==> src/rtl/rom_stream_loader.sv <==
// Streams a cfg header plus indexed size/data records into word-wide memory writes.
// Define ROM_LOADER_CHECKSUM_EN to add a per-region 16-bit byte-sum checksum.
module rom_stream_loader #(
    parameter int NUM_REGIONS = 16,
    parameter int WORD_BYTES  = 2,
    parameter int ADDR_W      = 27,
    localparam int RW         = $clog2(NUM_REGIONS)
) (
    input  logic                    clk,
    input  logic                    reset_n,
    input  logic                    ioctl_wr,
    input  logic [7:0]              ioctl_data,
    output logic                    ioctl_wait,
    output logic [RW-1:0]           region_idx,
    input  logic [ADDR_W-1:0]       region_base,
    input  logic                    region_swap,
    input  logic                    region_en,
    output logic [ADDR_W-1:0]       mem_addr,
    output logic [8*WORD_BYTES-1:0] mem_data,
    output logic [WORD_BYTES-1:0]   mem_be,
    output logic                    mem_req,
    input  logic                    mem_ack,
    output logic [15:0]             board_cfg,
    output logic [NUM_REGIONS-1:0]  loaded,
    output logic                    error,
    output logic [15:0]             checksum,
    output logic                    checksum_valid
);

    localparam int LW = (WORD_BYTES > 1) ? $clog2(WORD_BYTES) : 1;
    localparam logic [8:0] NR9 = 9'(NUM_REGIONS);

    typedef enum logic [3:0] {
        CFG0, CFG1, IDX, SZ0, SZ1, SZ2, DATA, SKIP, WAIT
    } state_t;

    state_t                  state;
    logic [23:0]             size_q;
    logic [23:0]             offset;
    logic [ADDR_W-1:0]       base_q;
    logic                    swap_q;
    logic                    bad_idx;
    logic [8*WORD_BYTES-1:0] acc_data;
    logic [WORD_BYTES-1:0]   acc_be;
`ifdef ROM_LOADER_CHECKSUM_EN
    logic [15:0]             sum;
`endif

    logic [8*WORD_BYTES-1:0] new_data;
    logic [WORD_BYTES-1:0]   new_be;
    logic [LW-1:0]           kpos;
    logic [LW-1:0]           lane;
    logic                    last_lane;
    logic [23:0]             off_nxt;
    logic [23:0]             off_al;
    logic [ADDR_W-1:0]       addr_nxt;
    logic [23:0]             full_size;
    logic                    idx_bad_c;
    logic [RW-1:0]           idx_inc;

    assign kpos      = LW'(offset % 24'(WORD_BYTES));
    assign lane      = swap_q ? LW'(WORD_BYTES - 1) - kpos : kpos;
    assign last_lane = (kpos == LW'(WORD_BYTES - 1));
    assign off_nxt   = offset + 24'd1;
    assign off_al    = offset & ~24'(WORD_BYTES - 1);
    assign addr_nxt  = base_q + ADDR_W'(off_al);
    assign full_size = {size_q[23:8], ioctl_data};
    assign idx_bad_c = (ioctl_data != 8'hFF) && ({1'b0, ioctl_data} >= NR9);
    assign idx_inc   = (region_idx == RW'(NUM_REGIONS - 1)) ?
                       '0 : region_idx + RW'(1);

    // Merge the incoming byte into its lane of the partially built word
    always_comb begin
        new_data = acc_data;
        new_be   = acc_be;
        for (int i = 0; i < WORD_BYTES; i++) begin
            if (LW'(i) == lane) begin
                new_data[i*8 +: 8] = ioctl_data;
                new_be[i]          = 1'b1;
            end
        end
    end

    always_ff @(posedge clk or negedge reset_n) begin
        if (!reset_n) begin
            state      <= CFG0;
            size_q     <= '0;
            offset     <= '0;
            base_q     <= '0;
            swap_q     <= 1'b0;
            bad_idx    <= 1'b0;
            acc_data   <= '0;
            acc_be     <= '0;
            region_idx <= '0;
            ioctl_wait <= 1'b0;
            mem_addr   <= '0;
            mem_data   <= '0;
            mem_be     <= '0;
            mem_req    <= 1'b0;
            board_cfg  <= '0;
            loaded     <= '0;
            error      <= 1'b0;
`ifdef ROM_LOADER_CHECKSUM_EN
            sum            <= '0;
            checksum       <= '0;
            checksum_valid <= 1'b0;
`endif
        end else begin
`ifdef ROM_LOADER_CHECKSUM_EN
            checksum_valid <= 1'b0;
`endif
            unique case (state)
                CFG0: if (ioctl_wr) begin
                    board_cfg[15:8] <= ioctl_data;
                    state           <= CFG1;
                end
                CFG1: if (ioctl_wr) begin
                    board_cfg[7:0] <= ioctl_data;
                    state          <= IDX;
                end
                IDX: if (ioctl_wr) begin
                    if (ioctl_data == 8'hFF)
                        region_idx <= idx_inc;
                    else
                        region_idx <= ioctl_data[RW-1:0];
                    bad_idx <= idx_bad_c;
                    if (idx_bad_c)
                        error <= 1'b1;
                    state <= SZ0;
                end
                SZ0: if (ioctl_wr) begin
                    size_q[23:16] <= ioctl_data;
                    state         <= SZ1;
                end
                SZ1: if (ioctl_wr) begin
                    size_q[15:8] <= ioctl_data;
                    state        <= SZ2;
                end
                SZ2: if (ioctl_wr) begin
                    size_q[7:0] <= ioctl_data;
                    base_q      <= region_base;
                    swap_q      <= region_swap;
                    offset      <= '0;
                    acc_data    <= '0;
                    acc_be      <= '0;
`ifdef ROM_LOADER_CHECKSUM_EN
                    sum <= '0;
`endif
                    if (full_size == '0)
                        state <= IDX;
                    else if (region_en && !bad_idx)
                        state <= DATA;
                    else
                        state <= SKIP;
                end
                DATA: if (ioctl_wr) begin
                    offset <= off_nxt;
`ifdef ROM_LOADER_CHECKSUM_EN
                    sum <= sum + {8'd0, ioctl_data};
`endif
                    if (last_lane || off_nxt == size_q) begin
                        mem_addr   <= addr_nxt;
                        mem_data   <= new_data;
                        mem_be     <= new_be;
                        mem_req    <= ~mem_req;
                        ioctl_wait <= 1'b1;
                        acc_data   <= '0;
                        acc_be     <= '0;
                        state      <= WAIT;
                    end else begin
                        acc_data <= new_data;
                        acc_be   <= new_be;
                    end
                end
                SKIP: if (ioctl_wr) begin
                    offset <= off_nxt;
                    if (off_nxt == size_q)
                        state <= IDX;
                end
                WAIT: begin
                    if (ioctl_wr)
                        error <= 1'b1;
                    if (mem_ack == mem_req) begin
                        ioctl_wait <= 1'b0;
                        if (offset == size_q) begin
                            loaded[region_idx] <= 1'b1;
`ifdef ROM_LOADER_CHECKSUM_EN
                            checksum       <= sum;
                            checksum_valid <= 1'b1;
`endif
                            state <= IDX;
                        end else begin
                            state <= DATA;
                        end
                    end
                end
                default: state <= CFG0;
            endcase
        end
    end

`ifndef ROM_LOADER_CHECKSUM_EN
    assign checksum       = '0;
    assign checksum_valid = 1'b0;
`endif

endmodule

==> config.mk <==
export PLATFORM = sky130hd
export DESIGN_NAME = rom_stream_loader
export DESIGN_NICKNAME = d
export VERILOG_FILES = /design/src/rtl/rom_stream_loader.sv
export SDC_FILE = /design/constraint.sdc
export NUM_CORES = 1
export LEC_CHECK = 0
export ABC_AREA = 1
export BUFFER_PORTS_ARGS = -buffer_cell sky130_fd_sc_hd__buf_2
export CAP_MARGIN = 0
export CORE_UTILIZATION = 35
export DETAILED_ROUTE_END_ITERATION = 6
export MAX_ROUTING_LAYER = met4
export SLEW_MARGIN = 10
export SYNTH_ARGS = -nofsm -noshare
export SYNTH_HDL_FRONTEND = slang
export SYNTH_SLANG_ARGS = --single-unit
==> constraint.sdc <==
create_clock -name clk -period 3.5 [get_ports clk]
set_clock_uncertainty 0.15 [all_clocks]
set_input_delay 0.175 -clock clk [delete_from_list [all_inputs] [get_ports clk]]
set_output_delay 0.175 -clock clk [all_outputs]
set_load 0.02 [all_outputs]
==> results_dict.tcl <==
set metrics [dict create \
    ys.flop_type "dfrtp_1" \
    syn_area_per_cell_um2 8.245 \
    final_layout_size_suffix_gt1_share_pct 17.93 \
    grt_pass1_vias 8337 \
    use_met1_pct 27.45 \
    use_met2_pct 31.44 \
    grtUsageMet3_pct 4.050 \
    hpwl_um 20250 \
    fp.dieW_um 171.4 \
    rsz0062_at_grt "false" \
    yosys-top-cells-area "dfrtp_1 (46%), nand2_1 (12%), o21ai_0 (5.1%), nor2_1 (4.0%), inv_1 (3.9%)" \
    async_reset_ff_share_pct 100.0 \
    tightest_slew_ps 831.3 \
    grt_pass1_wl_um 44730 \
    crit_path_end "mem_addr[16]" \
    swShare_pct 45.41 \
    ioPinCount 142 \
    max-slew-margin-rel_pct 44.58 \
    cts_tree "done" \
    status "completed" \
    gp_congestion 0.9009 \
    synth_edf_count 0 \
    crit_top_cell "nand2_1" \
    yosysTopAreaCell "dfrtp_1" \
    ys_types 45 \
    clkTransAtPathRegs_ps 80 \
    cts_buffers 17 \
    drc 0 \
    die_area_mm2 0.02937 \
    cp_cell_sequence "ha_1, nand2_1, nor2_1, nand4_1, nor2_1, nand2_1, nand2_1, nor2_1, nand2_1, nor2_1, nand2_2, nand2_2, nand2_4, buf_4, nand2_1, o21ai_2" \
    power.total_mw 9.994 \
    hp-class "in -> reg" \
    yosysTopAreaCellShare_pct 45.60 \
    seqPwrFrac_pct 35.9 \
    wl_per_cell_um 15.69 \
    postSynthCellCount 1218 \
    power.switching_mw 4.538 \
    worstReg2RegEnd "mem_addr[16]" \
    rrSetupSlack_ps 450 \
    ys_seq_elements 183 \
    setup_tns_ps 0 \
    overflow 0 \
    vias 8568 \
    htree_levels 4 \
    crit_family "simple AND/OR/NAND/NOR gates" \
    slew_viol_final 0 \
    antenna_cells 0 \
    post_cts_resized 0 \
    core.rowCount 61 \
    cp_num_cells 16 \
    p_comb_share_pct 44.9 \
    layout.nets 1446 \
    setup-violations-final 0 \
    area_growth_syn_to_layout_pct 18.99 \
    top_usage_layer "met2" \
    end_kind "register" \
    p_clk_share_pct 19.2 \
    cts_root_buf "clkbuf_16" \
    cap_viol_max_count 0 \
    hold_start "region_en" \
    cp.required_ps 3720 \
    drt_iter0_markers 519 \
    drt-pass1-iter-count 5 \
    cts_max_path_buffers 2 \
    critPathMaxStageDelay_ps 470 \
    leakage_nw 5.896 \
    r2r_start "offset[0]" \
    worst_path_max_delay_cell "dfrtp_1" \
    clock_latency_ps 460 \
    syn_area_mm2 0.01004 \
    die_h_um 171.4 \
    initial_core_util_pct 35.85 \
    intPower_mw 5.456 \
    antenna_found_initial 0 \
    io_buffer_count 124 \
    pwr_density_cell_mw_per_mm2 836.4 \
    hold_viol_final 0 \
    viasPerCell 4.849 \
    critPathLaunch "offset[0]" \
    reg2reg_depth 16 \
    grt_max_degree 102 \
    layout_min_cycle_time_ps 3054 \
    layout_worst_path_cycle_share_pct 87.26 \
    antenna_left 0 \
    cts.sinks 183 \
    synth.yosys.warnings 0 \
    crit_type "reg -> reg" \
    fmax_mhz 327.4 \
    grt.total_usage_pct 20.42 \
    core_area_mm2 0.02801 \
    worst-path-buf-inv 1 \
    worstPathArrival_ps 3270 \
    drt-total-wl_um 27720 \
    crit_fanout 49 \
    finish.utilization_pct 42.66 \
    start_kind "register" \
    vdd_ir_drop_max_v 0.0004610 \
    synth-seq-area-share_pct 45.60 \
]
## cell type report
cell class / count / area (µm²)
clock buffers: 17 / 425.4
clock inverters: 15 / 156.4
fillers: 2806 / 16060
inverters: 109 / 409.1
multi-input cells: 895 / 4811
flip-flops and latches: 183 / 4579
well taps: 378 / 473.0
repair buffers: 170 / 1095
## per-layer routing
| layer | part of all wire (%) | wire length (µm) | up-vias |
|---|---|---|---|
| li1 | - | - | 4269 |
| met1 | 49 | 13530 | 4046 |
| met2 | 45 | 12590 | 226 |
| met3 | 4.6 | 1271 | 27 |
| met4 | 1.2 | 326 | 0 |
| met5 | 0 | 0 | - |
## how the worst min path moves through the flow
stage	end	cells after the start
global placement	mem_addr[5]	1
detailed placement	mem_addr[5]	1
global route	size_q[3]	4
CTS	state[0]	6
floorplan	acc_be[0]	0
finish	state[0]	6
## worst reg2reg max path: cells and delay by family (launching register included)
family                   cells  cell delay (ps)
AND/OR/NAND/NOR             13             1530
flip-flops                   1              470
buffers and inverters        1              440
adder cells (fa/ha/maj)      1              310
AO/OA/AOI/OAI                1               80
## cells in the mapped netlist (12+ instances only)
library cell and n:
clkbuf_1 18, buf_4 17, nor2_1 107, xnor2_1 16
mux2_2 22, o21ai_2 31, nand4_1 15, o21ai_0 102
nand3_1 43, o21bai_1 14, dfrtp_1 183, ha_1 28
xor2_1 41, nor3_1 14, nand2_1 322, o21ai_1 12
a21oi_1 53, inv_1 105
## repair_timing
action / in CTS / in global routing
buffers inserted: 0 / 0
hold buffers: 33 / 0
endpoints found under the hold margin: 132 / 0
## cell usage in the layout (no fill, tap or decap), types with 11 or more instances in the layout
| cell | count |
|---|---|
| nand2_1 | 321 |
| dfrtp_1 | 183 |
| buf_2 | 123 |
| nor2_1 | 106 |
| inv_1 | 105 |
| o21ai_0 | 102 |
| a21oi_1 | 53 |
| nand3_1 | 43 |
| xor2_1 | 41 |
| dlygate4sd3_1 | 33 |
| o21ai_2 | 31 |
| ha_1 | 28 |
| mux2_2 | 22 |
| conb_1 | 17 |
| clkbuf_16 | 17 |
| xnor2_1 | 16 |
| nand4_1 | 15 |
| o21bai_1 | 14 |
| nor3_1 | 14 |
| o21ai_1 | 12 |
| nor4_1 | 11 |
## through the flow
stage               area, µm²  hold slack, ps  std cells  setup WS, ps
global placement        11040           184.0       1702         602.9
CTS                     11950           28.85       1767         456.0
detailed placement      11040           183.3       1702         505.9
floorplan               10100          -270.6       1234          1022
finish                  11950           53.77       1767         445.8
global route            11950           65.62       1767         67.71
## power groups by stage
stage               clock network [mW]  logic (mW)  registers [mW]
finish                            1.92        4.49            3.58
global route                      2.06        5.05            3.70
CTS                               1.98        4.51            3.58
detailed placement                   0        4.45            3.61
global placement                     0        4.42            3.60
floorplan                            0        2.90            3.81
## logic make-up (layout without fill, tap and decap cells)
logic type               after synthesis  count (layout)  synth area share [%]
XOR/XNOR                              58              58                 5.133
AND/OR/NAND/NOR                      533             533                 21.97
buffers and inverters                156             311                 7.239
adder cells (fa/ha/maj)               29              29                 3.688
other                                  1              17               0.03734
AO/OA/AOI/OAI                        236             236                 13.87
flip-flops                           183             183                 45.60
multiplexers                          22              22                 2.467
## sequential cells by signal, indices dropped and copies added (netlist names)
signal and count:
error 1, offset 24, board_cfg 16, swap_q 1
loaded 16, mem_req 1, mem_addr 27, acc_be 2
acc_data 16, mem_data 16, region_idx 4, size_q 24
state 4, ioctl_wait 1, bad_idx 1, base_q 27
mem_be 2
Power figures use the tool's default switching activity.
